<file path="config.mk">
export PLATFORM = sky130hd
export DESIGN_NAME = if_id_hazard_ctrl_flat
export DESIGN_NICKNAME = d
export VERILOG_FILES = /design/src/rtl/if_id_hazard_ctrl_if.sv /design/src/rtl/if_id_hazard_ctrl.sv /design/src/flat_wrapper.sv
export SDC_FILE = /design/constraint.sdc
export NUM_CORES = 1
export LEC_CHECK = 0
export BUFFER_PORTS_ARGS = -buffer_cell sky130_fd_sc_hd__buf_2
export CAP_MARGIN = 20
export CORE_MARGIN = 3
export CORE_UTILIZATION = 44
export CTS_CLUSTER_SIZE = 30
export DETAILED_ROUTE_END_ITERATION = 16
export GPL_ROUTABILITY_DRIVEN = 0
export PLACE_DENSITY_LB_ADDON = 0.3
export SLEW_MARGIN = 20
export SYNTH_ARGS = -nofsm -noshare
export SYNTH_HDL_FRONTEND = slang
export SYNTH_SLANG_ARGS = --single-unit
</file>
<file path="constraint.sdc">
create_clock -name clk -period 2.1 [get_ports clk]
set_input_delay 0.42 -clock clk [delete_from_list [all_inputs] [get_ports clk]]
set_output_delay 0.42 -clock clk [all_outputs]
set_load 0.05 [all_outputs]
</file>
<file path="src/rtl/if_id_hazard_ctrl_if.sv">
// Signal bundle between the IF/ID hazard controller and the front-end pipeline.
// The controller takes the slave view; the pipeline (or a bench) takes the master view.
interface if_id_hazard_ctrl_if #(
    parameter int CNT_W = 16
);
    logic             PCSrc;
    logic             MemRead_EX;
    logic [4:0]       RD_EX;
    logic [4:0]       RS1_ID;
    logic [4:0]       RS2_ID;
    logic             imem_ready;
    logic             PC_write;
    logic             IF_ID_write;
    logic             IF_ID_flush;
    logic             ID_EX_bubble;
    logic [1:0]       ctrl_state;
    logic [CNT_W-1:0] stall_cnt;
    logic [CNT_W-1:0] flush_cnt;

    modport slave (
        input  PCSrc, MemRead_EX, RD_EX, RS1_ID, RS2_ID, imem_ready,
        output PC_write, IF_ID_write, IF_ID_flush, ID_EX_bubble,
        output ctrl_state, stall_cnt, flush_cnt
    );

    modport master (
        output PCSrc, MemRead_EX, RD_EX, RS1_ID, RS2_ID, imem_ready,
        input  PC_write, IF_ID_write, IF_ID_flush, ID_EX_bubble,
        input  ctrl_state, stall_cnt, flush_cnt
    );
endinterface

</file>
<file path="src/rtl/if_id_hazard_ctrl.sv">
// Front-end pipeline controller: sequences PC/IF-ID enables for load-use stalls,
// taken-branch flushes and instruction-memory waits, plus saturating perf counters.
module if_id_hazard_ctrl #(
    parameter int FLUSH_CYCLES = 1,
    parameter int CNT_W        = 16
) (
    input  logic                  clk,
    input  logic                  reset,
    if_id_hazard_ctrl_if.slave    bus
);
    typedef enum logic [1:0] {
        RUN        = 2'd0,
        LOAD_STALL = 2'd1,
        IMEM_WAIT  = 2'd2,
        FLUSH      = 2'd3
    } state_e;

    localparam logic [1:0]       FL_INIT = 2'(FLUSH_CYCLES - 1);
    localparam logic [CNT_W-1:0] CNT_MAX = '1;
    localparam logic [CNT_W-1:0] CNT_ONE = {{(CNT_W-1){1'b0}}, 1'b1};

    state_e           state_q, state_d;
    logic [1:0]       fl_rem_q, fl_rem_d;
    logic [CNT_W-1:0] stall_cnt_q, stall_cnt_d;
    logic [CNT_W-1:0] flush_cnt_q, flush_cnt_d;

    logic lu;
    logic pc_write;
    logic if_id_write;
    logic if_id_flush;
    logic id_ex_bubble;

    assign lu = bus.MemRead_EX && (bus.RD_EX != 5'd0) &&
                ((bus.RD_EX == bus.RS1_ID) || (bus.RD_EX == bus.RS2_ID));

    // NOTE: every output of this block is given a default first, so no path can leave one unassigned and infer a latch.
    always_comb begin
        state_d      = state_q;
        fl_rem_d     = fl_rem_q;
        pc_write     = 1'b1;
        if_id_write  = 1'b1;
        if_id_flush  = 1'b0;
        id_ex_bubble = 1'b0;

        if (bus.PCSrc) begin
            // PC still advances so the branch target is captured even during a memory wait.
            if_id_flush  = 1'b1;
            id_ex_bubble = 1'b1;
            fl_rem_d     = FL_INIT;
            if (FLUSH_CYCLES > 1)
                state_d = FLUSH;
            else
                state_d = bus.imem_ready ? RUN : IMEM_WAIT;
        end else begin
            unique case (state_q)
                RUN: begin
                    if (lu) begin
                        pc_write     = 1'b0;
                        if_id_write  = 1'b0;
                        id_ex_bubble = 1'b1;
                        state_d      = LOAD_STALL;
                    end else if (!bus.imem_ready) begin
                        pc_write     = 1'b0;
                        if_id_write  = 1'b0;
                        id_ex_bubble = 1'b1;
                        state_d      = IMEM_WAIT;
                    end
                end
                LOAD_STALL: begin
                    // The load has left EX by now, so lu is stale here and deliberately ignored.
                    if (!bus.imem_ready) begin
                        pc_write     = 1'b0;
                        if_id_write  = 1'b0;
                        id_ex_bubble = 1'b1;
                        state_d      = IMEM_WAIT;
                    end else begin
                        state_d = RUN;
                    end
                end
                IMEM_WAIT: begin
                    if (!bus.imem_ready) begin
                        pc_write     = 1'b0;
                        if_id_write  = 1'b0;
                        id_ex_bubble = 1'b1;
                    end else begin
                        state_d = RUN;
                    end
                end
                FLUSH: begin
                    if_id_flush  = 1'b1;
                    id_ex_bubble = 1'b1;
                    fl_rem_d     = fl_rem_q - 2'd1;
                    if (fl_rem_q <= 2'd1)
                        state_d = bus.imem_ready ? RUN : IMEM_WAIT;
                end
            endcase
        end
    end

    always_comb begin
        stall_cnt_d = stall_cnt_q;
        flush_cnt_d = flush_cnt_q;
        if (!pc_write && (stall_cnt_q != CNT_MAX))
            stall_cnt_d = stall_cnt_q + CNT_ONE;
        if (bus.PCSrc && (flush_cnt_q != CNT_MAX))
            flush_cnt_d = flush_cnt_q + CNT_ONE;
    end

    // NOTE: state is updated with non-blocking assignments so every register samples pre-edge values.
    always_ff @(posedge clk or negedge reset) begin
        if (!reset) begin
            state_q     <= RUN;
            fl_rem_q    <= 2'd0;
            stall_cnt_q <= '0;
            flush_cnt_q <= '0;
        end else begin
            state_q     <= state_d;
            fl_rem_q    <= fl_rem_d;
            stall_cnt_q <= stall_cnt_d;
            flush_cnt_q <= flush_cnt_d;
        end
    end

    assign bus.PC_write     = pc_write;
    assign bus.IF_ID_write  = if_id_write;
    assign bus.IF_ID_flush  = if_id_flush;
    assign bus.ID_EX_bubble = id_ex_bubble;
    assign bus.ctrl_state   = state_q;
    assign bus.stall_cnt    = stall_cnt_q;
    assign bus.flush_cnt    = flush_cnt_q;
endmodule
</file>
<file path="src/flat_wrapper.sv">
// flat-port wrapper written by rule: the top's interface ports become plain ports
module if_id_hazard_ctrl_flat 
#(
    parameter int FLUSH_CYCLES = 1,
    parameter int CNT_W        = 16
)
  (clk, reset, bus_PCSrc, bus_MemRead_EX, bus_RD_EX, bus_RS1_ID, bus_RS2_ID, bus_imem_ready, bus_PC_write, bus_IF_ID_write, bus_IF_ID_flush, bus_ID_EX_bubble, bus_ctrl_state, bus_stall_cnt, bus_flush_cnt);
  if_id_hazard_ctrl_if #(.CNT_W(CNT_W)) bus_i ();
  input  logic clk;
  input  logic reset;
  input wire logic [$bits(bus_i.PCSrc)-1:0] bus_PCSrc;
  input wire logic [$bits(bus_i.MemRead_EX)-1:0] bus_MemRead_EX;
  input wire logic [$bits(bus_i.RD_EX)-1:0] bus_RD_EX;
  input wire logic [$bits(bus_i.RS1_ID)-1:0] bus_RS1_ID;
  input wire logic [$bits(bus_i.RS2_ID)-1:0] bus_RS2_ID;
  input wire logic [$bits(bus_i.imem_ready)-1:0] bus_imem_ready;
  output wire logic [$bits(bus_i.PC_write)-1:0] bus_PC_write;
  output wire logic [$bits(bus_i.IF_ID_write)-1:0] bus_IF_ID_write;
  output wire logic [$bits(bus_i.IF_ID_flush)-1:0] bus_IF_ID_flush;
  output wire logic [$bits(bus_i.ID_EX_bubble)-1:0] bus_ID_EX_bubble;
  output wire logic [$bits(bus_i.ctrl_state)-1:0] bus_ctrl_state;
  output wire logic [$bits(bus_i.stall_cnt)-1:0] bus_stall_cnt;
  output wire logic [$bits(bus_i.flush_cnt)-1:0] bus_flush_cnt;
  assign bus_i.PCSrc = bus_PCSrc;
  assign bus_i.MemRead_EX = bus_MemRead_EX;
  assign bus_i.RD_EX = bus_RD_EX;
  assign bus_i.RS1_ID = bus_RS1_ID;
  assign bus_i.RS2_ID = bus_RS2_ID;
  assign bus_i.imem_ready = bus_imem_ready;
  assign bus_PC_write = bus_i.PC_write;
  assign bus_IF_ID_write = bus_i.IF_ID_write;
  assign bus_IF_ID_flush = bus_i.IF_ID_flush;
  assign bus_ID_EX_bubble = bus_i.ID_EX_bubble;
  assign bus_ctrl_state = bus_i.ctrl_state;
  assign bus_stall_cnt = bus_i.stall_cnt;
  assign bus_flush_cnt = bus_i.flush_cnt;
  if_id_hazard_ctrl #(.FLUSH_CYCLES(FLUSH_CYCLES), .CNT_W(CNT_W)) u_core (.clk(clk), .reset(reset), .bus(bus_i));
endmodule
</file>
-- Yosys cells after proc, flatten, opt, wreduce, memory -nomap -nowiden
Cells that the tools add are included.
- bits in registers: 36
- bits in latches: 0
- memory bits (writable): 0
- memory bits (read-only): 0
- input bits: 20
- output and inout bits: 38
- memories kept: 0
- $add $sub $neg: 3
- $mul: 0
- divide/modulo/power cells: 0
- $lt $le $gt $ge: 1
- eq/ne operators: 10
- shift operators: 0
- mux-type cells: 19
- bitwise gates (word level): 0
- reductions and logical operators: 11
- operators by type and width (operator ; number):
    16-bit by 1-bit adder with 16-bit output, second input constant ; 2
    16-bit != test, second input constant ; 2
    2-bit two-way mux ; 8
    5-bit == test ; 2
    1-bit two-way mux ; 8
    2-bit one-hot mux with 4 select lines ; 1
    5-bit nonzero test ; 1
    2-bit == test, second input constant ; 2
    1-bit logical AND ; 4
    4-bit by 3-bit != test with 1-bit output, second input constant ; 1
    3-bit by 2-bit != test with 1-bit output, second input constant ; 1
    3-bit != test, second input constant ; 1
    1-bit one-hot mux with 3 select lines ; 1
    3-bit AND reduction ; 1
    2-bit by 1-bit == test with 1-bit output, second input constant ; 1
    2-bit by 1-bit less-or-equal comparator with 1-bit output, second input constant ; 1
    2-bit logical NOT ; 1
    1-bit one-hot mux with 2 select lines ; 1
    2-bit nonzero test ; 1
    2-bit OR reduction ; 1
    2-bit by 1-bit subtractor with 2-bit output, second input constant ; 1
    1-bit logical NOT ; 1
    1-bit logical OR ; 1

-- Depth between registers and ports, before layout
Gate-level depths: netlist (run 1).
- depth in word-level cells: 8
- mapped depth: 10
- gate-level depth less buffers: 8

-- Worst setup path before layout (run 1)
No wires, ideal clock.
- path type: reg2out
- start: register u_core.state_q[1], in the netlist u_core.bus.ctrl_state[1]
- end: output port bus_PC_write
- arrival time: 2.496 ns
- setup slack: -0.816 ns
- cell stages (with the launch flop): 10
- buffers on the path: 4
- cells stage by stage: dfrtp_1 ha_1 or2_0 buf_2 nor3_1 a21o_1 buf_6 buf_8 inv_1 buf_4
- longest elaborated chain between the ends: 4
- RTL lines (element ; RTL line ; source):
    start, declared ; if_id_hazard_ctrl.sv:22 ; state_e state_q, state_d;
    start signal, assigned ; if_id_hazard_ctrl.sv:117 ; state_q <= state_d;
    2-bit by 1-bit == test with 1-bit output or 2-bit == test (tied branches) ; - ;
    2-bit OR reduction (no source line) ; - ;
    1-bit one-hot mux with 2 select lines (*) ; - ;
    1-bit two-way mux (*) ; - ;
    end, declared ; flat_wrapper.sv:17 ; output wire logic [$bits(bus_i.PC_write)-1:0] bus_PC_write;
Every way passes the cells marked *; elsewhere a longest branch is shown, timed or not.

-- Worst setup path in the final report (run 1)
- start: input port bus_RD_EX[4]
- end: output port bus_ID_EX_bubble
- longest elaborated chain between the ends: 6
- RTL lines (element ; RTL line ; source):
    start, declared ; flat_wrapper.sv:13 ; input wire logic [$bits(bus_i.RD_EX)-1:0] bus_RD_EX;
    5-bit == test or 5-bit nonzero test (tied branches) ; if_id_hazard_ctrl.sv:34, if_id_hazard_ctrl.sv:33 ;
    1-bit logical OR or 1-bit logical AND (tied branches) ; if_id_hazard_ctrl.sv:34, if_id_hazard_ctrl.sv:33 ;
    1-bit logical AND (*) ; if_id_hazard_ctrl.sv:33 ; assign lu = bus.MemRead_EX && (bus.RD_EX != 5'd0) &&
    1-bit two-way mux (*) ; if_id_hazard_ctrl.sv:57 ; if (lu) begin
    1-bit one-hot mux with 3 select lines (*) ; if_id_hazard_ctrl.sv:55 ; unique case (state_q)
    1-bit two-way mux (*) ; if_id_hazard_ctrl.sv:45 ; if (bus.PCSrc) begin
    end, declared ; flat_wrapper.sv:20 ; output wire logic [$bits(bus_i.ID_EX_bubble)-1:0] bus_ID_EX_bubble;
Marks and branches as above.

==> key figures, run 1 <==
Run status
  – Outcome: finished, violations left
  – Failing checks: setup timing

Logic synthesis
  – #FFs+latches synth: 36
  – Largest family of logic cells by synthesized area: simple AND/OR/NAND/NOR gates
  – Mean Syn Cell Area: 10.25 sq um
  – Simple-gate portion of the synthesized area: 21.95%
  – Synth warn: 0
  – Netlist cell types: 40
  – Synth Area in Compound Gates: 6.792%
  – Post-synthesis instance area: 0.001989 sq mm
  – Post-synthesis mux area share: 2.201%
  – Seq/Total Area, Yosys: 45.28%
  – Synth Net Count: 221
  – Synthesized instance count: 194
  – Synth Area in Adders: 4.403%
  – Synth Area in XOR/XNOR: 15.85%

Floorplanning
  – Initial Utilization: 47.68%
  – Ports: 58
  – Die Wd: 73.24 microns
  – Die ar.: 0.005364 sq mm
  – Core ar.: 0.004173 sq mm
  – Die height: 73.24 microns
  – Floorplan row count: 23

Global routing
  – M3 GR Usage: 3.444%
  – Vias in the first global route: 1,616
  – GRT Util Overall: 17.30%
  – GR Util met2: 29.10%
  – GR Overflow Total: 0
  – Initial antenna violation count: 0
  – Met1 Use GR: 21.60%
  – Global routing's busiest layer: met2
  – Largest net degree at the start of global routing: 22
  – Global-route wire length before repair: 7189 microns

Worst setup path
  – Worst Setup EP: bus_ID_EX_bubble
  – Worst Setup End Kind: output port
  – Critical Path Start: bus_RD_EX[4]
  – CP required: 1680 ps
  – Reg2reg start: u_core.bus.ctrl_state[1]
  – CP Max Fanout: 2
  – Startpoint Class: input pin
  – Worst EP arrival: 1880 ps
  – Setup slack, reg-to-reg: 150 ps
  – R2R depth: 8
  – Crit Path Class: in -> out
  – Worst R2R End: u_core.bus.stall_cnt[6]

Clock tree
  – Cts bufs inserted: 5
  – Clk_lat worst skew: 290 ps
  – CTS tree: yes
  – CTS root buf: clkbuf_8
  – Clock-pin slew on the worst setup and hold paths: 80 ps
  – CTS sink count: 36
  – H-Tree Level Count: 2
  – Clock buffer depth: 2

Power and ir drop
  – PD cells: 976.9 mW/mm^2
  – Leakage Power: 1.223 nW
  – Peak VDD IR: 0.0008976 V

Job
  – Max cap viols: 0

Min path
  – Worst min-delay path class: in -> async

Finish
  – Fin util: 61.98%
  – P&R area growth vs syn: 30.00%
  – Share of cells above drive strength 1: 36.06%
  – ANT cells: 0
  – Final nets: 295
  – Commonest non-fill, non-tap cell in the layout: buf_2
  – Most frequent cells in the layout: buf_2 (52), xnor2_1 (34), dfrtp_1 (34), nand2_1 (16), buf_4 (16)

Detailed routing
  – Drt first pass iters: 4
  – Antenna violation net count after detailed routing: 0
  – Drt total wl: 4504 microns
  – Detailed-route DRC error count: 0
  – Vias per inst: 5.404
  – Vias after detailed routing: 1,724
  – Drt initial violations: 94
  – Wire per inst: 14.12 microns

STA
  – RSZ-0062 raised after global routing: true
  – Fin. max-slew vios: 0
  – Tightest Pin Transition: 477.3 ps
  – Clk_skew: 11.67 ps
  – Final hold vios: 0
  – Final setup vio count: 3
  – Fin Setup TNS: -482.2 ps
  – Worst rel slew slack: 68.18%
  – Min Tclk post-route: 2300 ps
  – Tcrit/Tclk final: 109.5%
  – Setup ws final: -199.7 ps
  – Peak Freq: 434.8 MHz

Place
  – Post-detail-place hpwl: 3346 microns
  – Port-buffer cells: 57
[per-stage QoR]
step | instances | hold slack, ps | total power, mW | area, sq um | setup WS (ps)
final | 319 | 75.75 | 2.527 | 2586 | -199.7
after global routing | 319 | 98.35 | 2.655 | 2586 | -279.1
after CTS | 318 | 93.71 | 2.539 | 2572 | -231.5
after detailed placement | 307 | 409.6 | 2.019 | 2405 | -331.5
after global placement | 307 | 403.5 | 2.002 | 2405 | -304.9
after floorplan | 194 | 124.4 | 1.755 | 2028 | -414.4
[synth_stat cells (all sizes together)]
master	count	area, sq um
o21bai	1	7.510
nand2	16	60.06
and2	1	6.260
inv	6	22.52
mux2i	1	10.01
nor2	11	41.29
a22o	1	8.760
or4	1	7.510
and2b	1	7.510
and3	6	37.54
xnor2	34	297.8
o21ai	4	23.77
a21o	2	15.01
o21a	1	7.510
buf	5	43.79
or2	1	6.260
a311oi	1	8.760
nand3b	2	15.01
nor3	3	15.01
ha	7	87.58
dfrtp	36	900.9
o32a	1	10.01
clkbuf	1	3.750
a31oi	4	25.02
nand2b	2	12.51
a21oi	3	15.01
and4	6	52.55
nor3b	1	12.51
a21boi	1	7.510
or3	2	12.51
xor2	2	17.52
o22ai	1	6.260
nand3	14	75.07
mux2	3	33.78
nand4	12	75.07
[sequential cells by signal, indices dropped and copies added (netlist names)]
name                   flops
u_core.fl_rem_q            2
u_core.bus.ctrl_state      2
u_core.bus.stall_cnt      16
u_core.bus.flush_cnt      16
[metal layers]
metal  up-vias  share of wire, %
li1        834                 -
met1       826                43
met2        53                49
met3        11               5.4
met4         0               2.2
met5         -                 0
[power by group]
group          switching (mW)  total, mW  internal, mW
clock                   0.242      0.475         0.233
combinational           0.731       1.07         0.335
sequential              0.166      0.986         0.820
[critical path, cell delays in order]
cell and delay, ps:
buf_6 90, or4_4 520, o21ai_2 140, and2b_2 240, o32a_4 310, buf_8 150
[kinds of logic after synthesis]
family / Yosys count
buffers and inverters: 12
multiplexers: 4
adder cells (fa/ha/maj): 7
AND/OR/NAND/NOR: 79
flip-flops: 36
XOR/XNOR: 36
AO/OA/AOI/OAI: 20
[worst min-delay path by stage]
| stage | startpoint | end | slack (ps) | cells past startpoint |
|---|---|---|---|---|
| 2_1_floorplan | reset | u_core.bus.ctrl_state[0] | 120 | 0 |
| 3_3_place_gp | reset | u_core.bus.stall_cnt[5] | 400 | 1 |
| 3_5_place_dp | reset | u_core.bus.stall_cnt[5] | 410 | 1 |
| 4_1_cts | reset | u_core.bus.stall_cnt[5] | 90 | 1 |
| 5_1_grt | reset | u_core.bus.stall_cnt[5] | 100 | 1 |
| 6_report | reset | u_core.bus.stall_cnt[5] | 80 | 1 |
[what timing repair did]
item / 4_1_cts / 5_1_grt
buffers inserted: 3 / 1
hold buffers: 0 / 0
gates resized for setup: 15 / 3
endpoints found under the setup margin: 3 / 8
pin swaps: 4 / 1
hold endpoints to repair: 0 / 0
[area by class of cell]
class / count / area, sq um
fill: 343 / 1587
multi-input combinational: 146 / 1069
sequential: 36 / 903.4
timing repair buffer: 73 / 444.2
clock buffer: 7 / 76.32
tap: 50 / 62.56
inverter: 6 / 26.28
clock inverter: 1 / 5.005
Note: power is estimated with default switching activity, not from simulation.
==> run 2: changes to the inputs <==
--- a/config.mk
+++ b/config.mk
@@ -13,6 +13,7 @@
 export DETAILED_ROUTE_END_ITERATION = 16
 export GPL_ROUTABILITY_DRIVEN = 0
 export PLACE_DENSITY_LB_ADDON = 0.3
+export SKIP_LAST_GASP = 1
 export SLEW_MARGIN = 20
 export SYNTH_ARGS = -nofsm -noshare
 export SYNTH_HDL_FRONTEND = slang
==> run 2 against run 1 <==
- the flow still finishes with violations (setup timing)
- global-route usage unchanged
- critical path depth unchanged
- non-clock buffer count unchanged
- worst hold slack got worse by 0.64 ps
- register-to-register slack about the same
- fmax about the same
- first-iteration DRC count decreased by 2.1%
- design area decreased by 0.24%
- power about the same
- sequential cell count unchanged
- count of clock-buffer cells in the layout unchanged
- sequential power about the same
- critical endpoint unchanged
- largest cell class unchanged
- largest power group unchanged
==> key figures, run 2 (synthesized netlist as in run 1, its figures left out) <==
Clock tree
  – Cts bufs inserted: 5
  – Clock-pin slew on the worst setup and hold paths: 80 ps
  – Post-cts hold buffer count: 0
  – CTS tree: yes
  – H-Tree Level Count: 2
  – Clock buffer depth: 2
  – Clk_lat worst skew: 290 ps
  – CTS root buf: clkbuf_8
  – CTS sink count: 36

Place
  – Post-detail-place hpwl: 3346 microns
  – Port-buffer cells: 57
  – DP Worst Slack: -331.5 ps
  – Placed Instances: 307

Finish
  – Most frequent cells in the layout: buf_2 (53), xnor2_1 (34), dfrtp_1 (34), nand2_1 (16), buf_4 (16)
  – ANT cells: 0
  – Commonest non-fill, non-tap cell in the layout: buf_2
  – Fin util: 61.83%
  – Final nets: 295
  – FILL cells: 345
  – Non-Filler Instances: 319
  – Share of cells above drive strength 1: 36.06%
  – P&R area growth vs syn: 29.69%

Power and ir drop
  – PD cells: 978.5 mW/mm^2
  – Leakage Power: 1.221 nW
  – Tot Pwr: 2.525 mW
  – Peak VDD IR: 0.0008976 V

Run status
  – Failing checks: setup timing
  – Outcome: finished, violations left

Worst setup path
  – Slowest stage delay, CP: 500 ps
  – Crit Path Class: in -> out
  – R2R depth: 8
  – Slowest stage cell on the critical path: or4_4
  – CP Max Fanout: 2
  – Worst EP arrival: 1880 ps
  – WP depth: 6
  – CP required: 1680 ps
  – Buffer and inverter count on the worst path: 2
  – Startpoint Class: input pin
  – Cell Chain, Critical Path: buf_2, or4_4, o21ai_2, and2b_2, o32a_4, buf_8
  – Worst Setup End Kind: output port
  – CP top delay family: simple AND/OR/NAND/NOR gates

Floorplanning
  – Die ar.: 0.005364 sq mm
  – Die Wd: 73.24 microns
  – Floorplan row count: 23
  – Ports: 58
  – Core ar.: 0.004173 sq mm
  – Die height: 73.24 microns
  – Initial Utilization: 47.68%

STA
  – Fin. max-slew vios: 0
  – Tightest Pin Transition: 476.5 ps
  – Final hold vios: 0
  – Clk_skew: 11.79 ps
  – Worst rel slew slack: 68.24%
  – RSZ-0062 raised after global routing: true
  – Peak Freq: 434.8 MHz
  – Min Tclk post-route: 2300 ps
  – Final setup vio count: 3
  – Setup ws final: -199.7 ps
  – Tcrit/Tclk final: 109.5%
  – Fin Setup TNS: -476.2 ps

Detailed routing
  – Vias per inst: 5.423
  – Antenna violation net count after detailed routing: 0
  – Vias after detailed routing: 1,730
  – Drt total wl: 4466 microns
  – Drt initial violations: 92
  – Detailed-route DRC error count: 0
  – Wire per inst: 14.00 microns
  – Drt first pass iters: 4

Min path
  – Worst min-delay path class: in -> async

Job
  – Max cap viols: 0

Global routing
  – Global-route wire length before repair: 7189 microns
  – Largest net degree at the start of global routing: 22
  – Initial antenna violation count: 0
  – Vias in the first global route: 1,616
  – GR Overflow Total: 0
  – GRT Util Overall: 17.30%
-- run 2: changes by cell type in the layout (fill, tap and decap cells not counted) --
cell,change
buf_6,-1
buf_2,+1
-- run 2: layer usage --
layer / vias to the layer above / GRT usage, % / routed length [microns]
met5: - / 0 / 0
met4: 0 / 6.967 / 101
met3: 11 / 3.444 / 243
met2: 53 / 29.10 / 2196
met1: 833 / 21.60 / 1925
li1: 833 / - / -
-- run 2: layout make-up --
cell class	count	area [sq um]	share of cell area, %
Multi-Input combinational cell	146	1069	41.42
Timing Repair Buffer	73	437.9	16.97
Inverter	6	26.28	1.018
Sequential cell	36	903.4	35.01
Clock buffer	7	76.32	2.958
Clock inverter	1	5.005	0.1940
Tap cell	50	62.56	2.425
-- run 2: worst register-to-register path: stages, from the launching register on --
cell and delay [ps]:
dfrtp_2 460, ha_4 170, or2_4 260, nor3_2 100
a21o_1 230, buf_4 190, buf_4 170, nand4_1 120
xnor2_1 140
-- run 2: worst paths after layout --
check | startpoint | end | slack, ps
max | bus_RD_EX[3] | bus_ID_EX_bubble | -200
min | reset | u_core.bus.stall_cnt[5] | 80
max reg2reg | u_core.bus.ctrl_state[1] | u_core.bus.stall_cnt[6] | 150
min reg2reg | u_core.bus.stall_cnt[5] | u_core.bus.stall_cnt[5] | 490
max in group asynchronous | reset | u_core.bus.flush_cnt[2] | 1420
min in group clk | bus_PCSrc | u_core.fl_rem_q[0] | 460
-- run 2: through the flow --
| stage | hold slack (ps) | area, sq um |
|---|---|---|
| floorplan | 124.4 | 2028 |
| global placement | 403.5 | 2405 |
| detailed placement | 409.6 | 2405 |
| CTS | 93.71 | 2572 |
| global route | 98.35 | 2580 |
| finish | 75.11 | 2580 |
-- run 2: repair_timing --
action,CTS,global route
endpoints found under the setup margin,3,8
resized for setup,15,2
setup buffers,3,1
pin swaps,4,1
-- run 2: power breakdown --
group	total (mW)	switching, mW	internal [mW]
sequential	0.985	0.164	0.820
combinational	1.06	0.731	0.334
clock	0.475	0.242	0.233
total	2.52	1.14	1.39
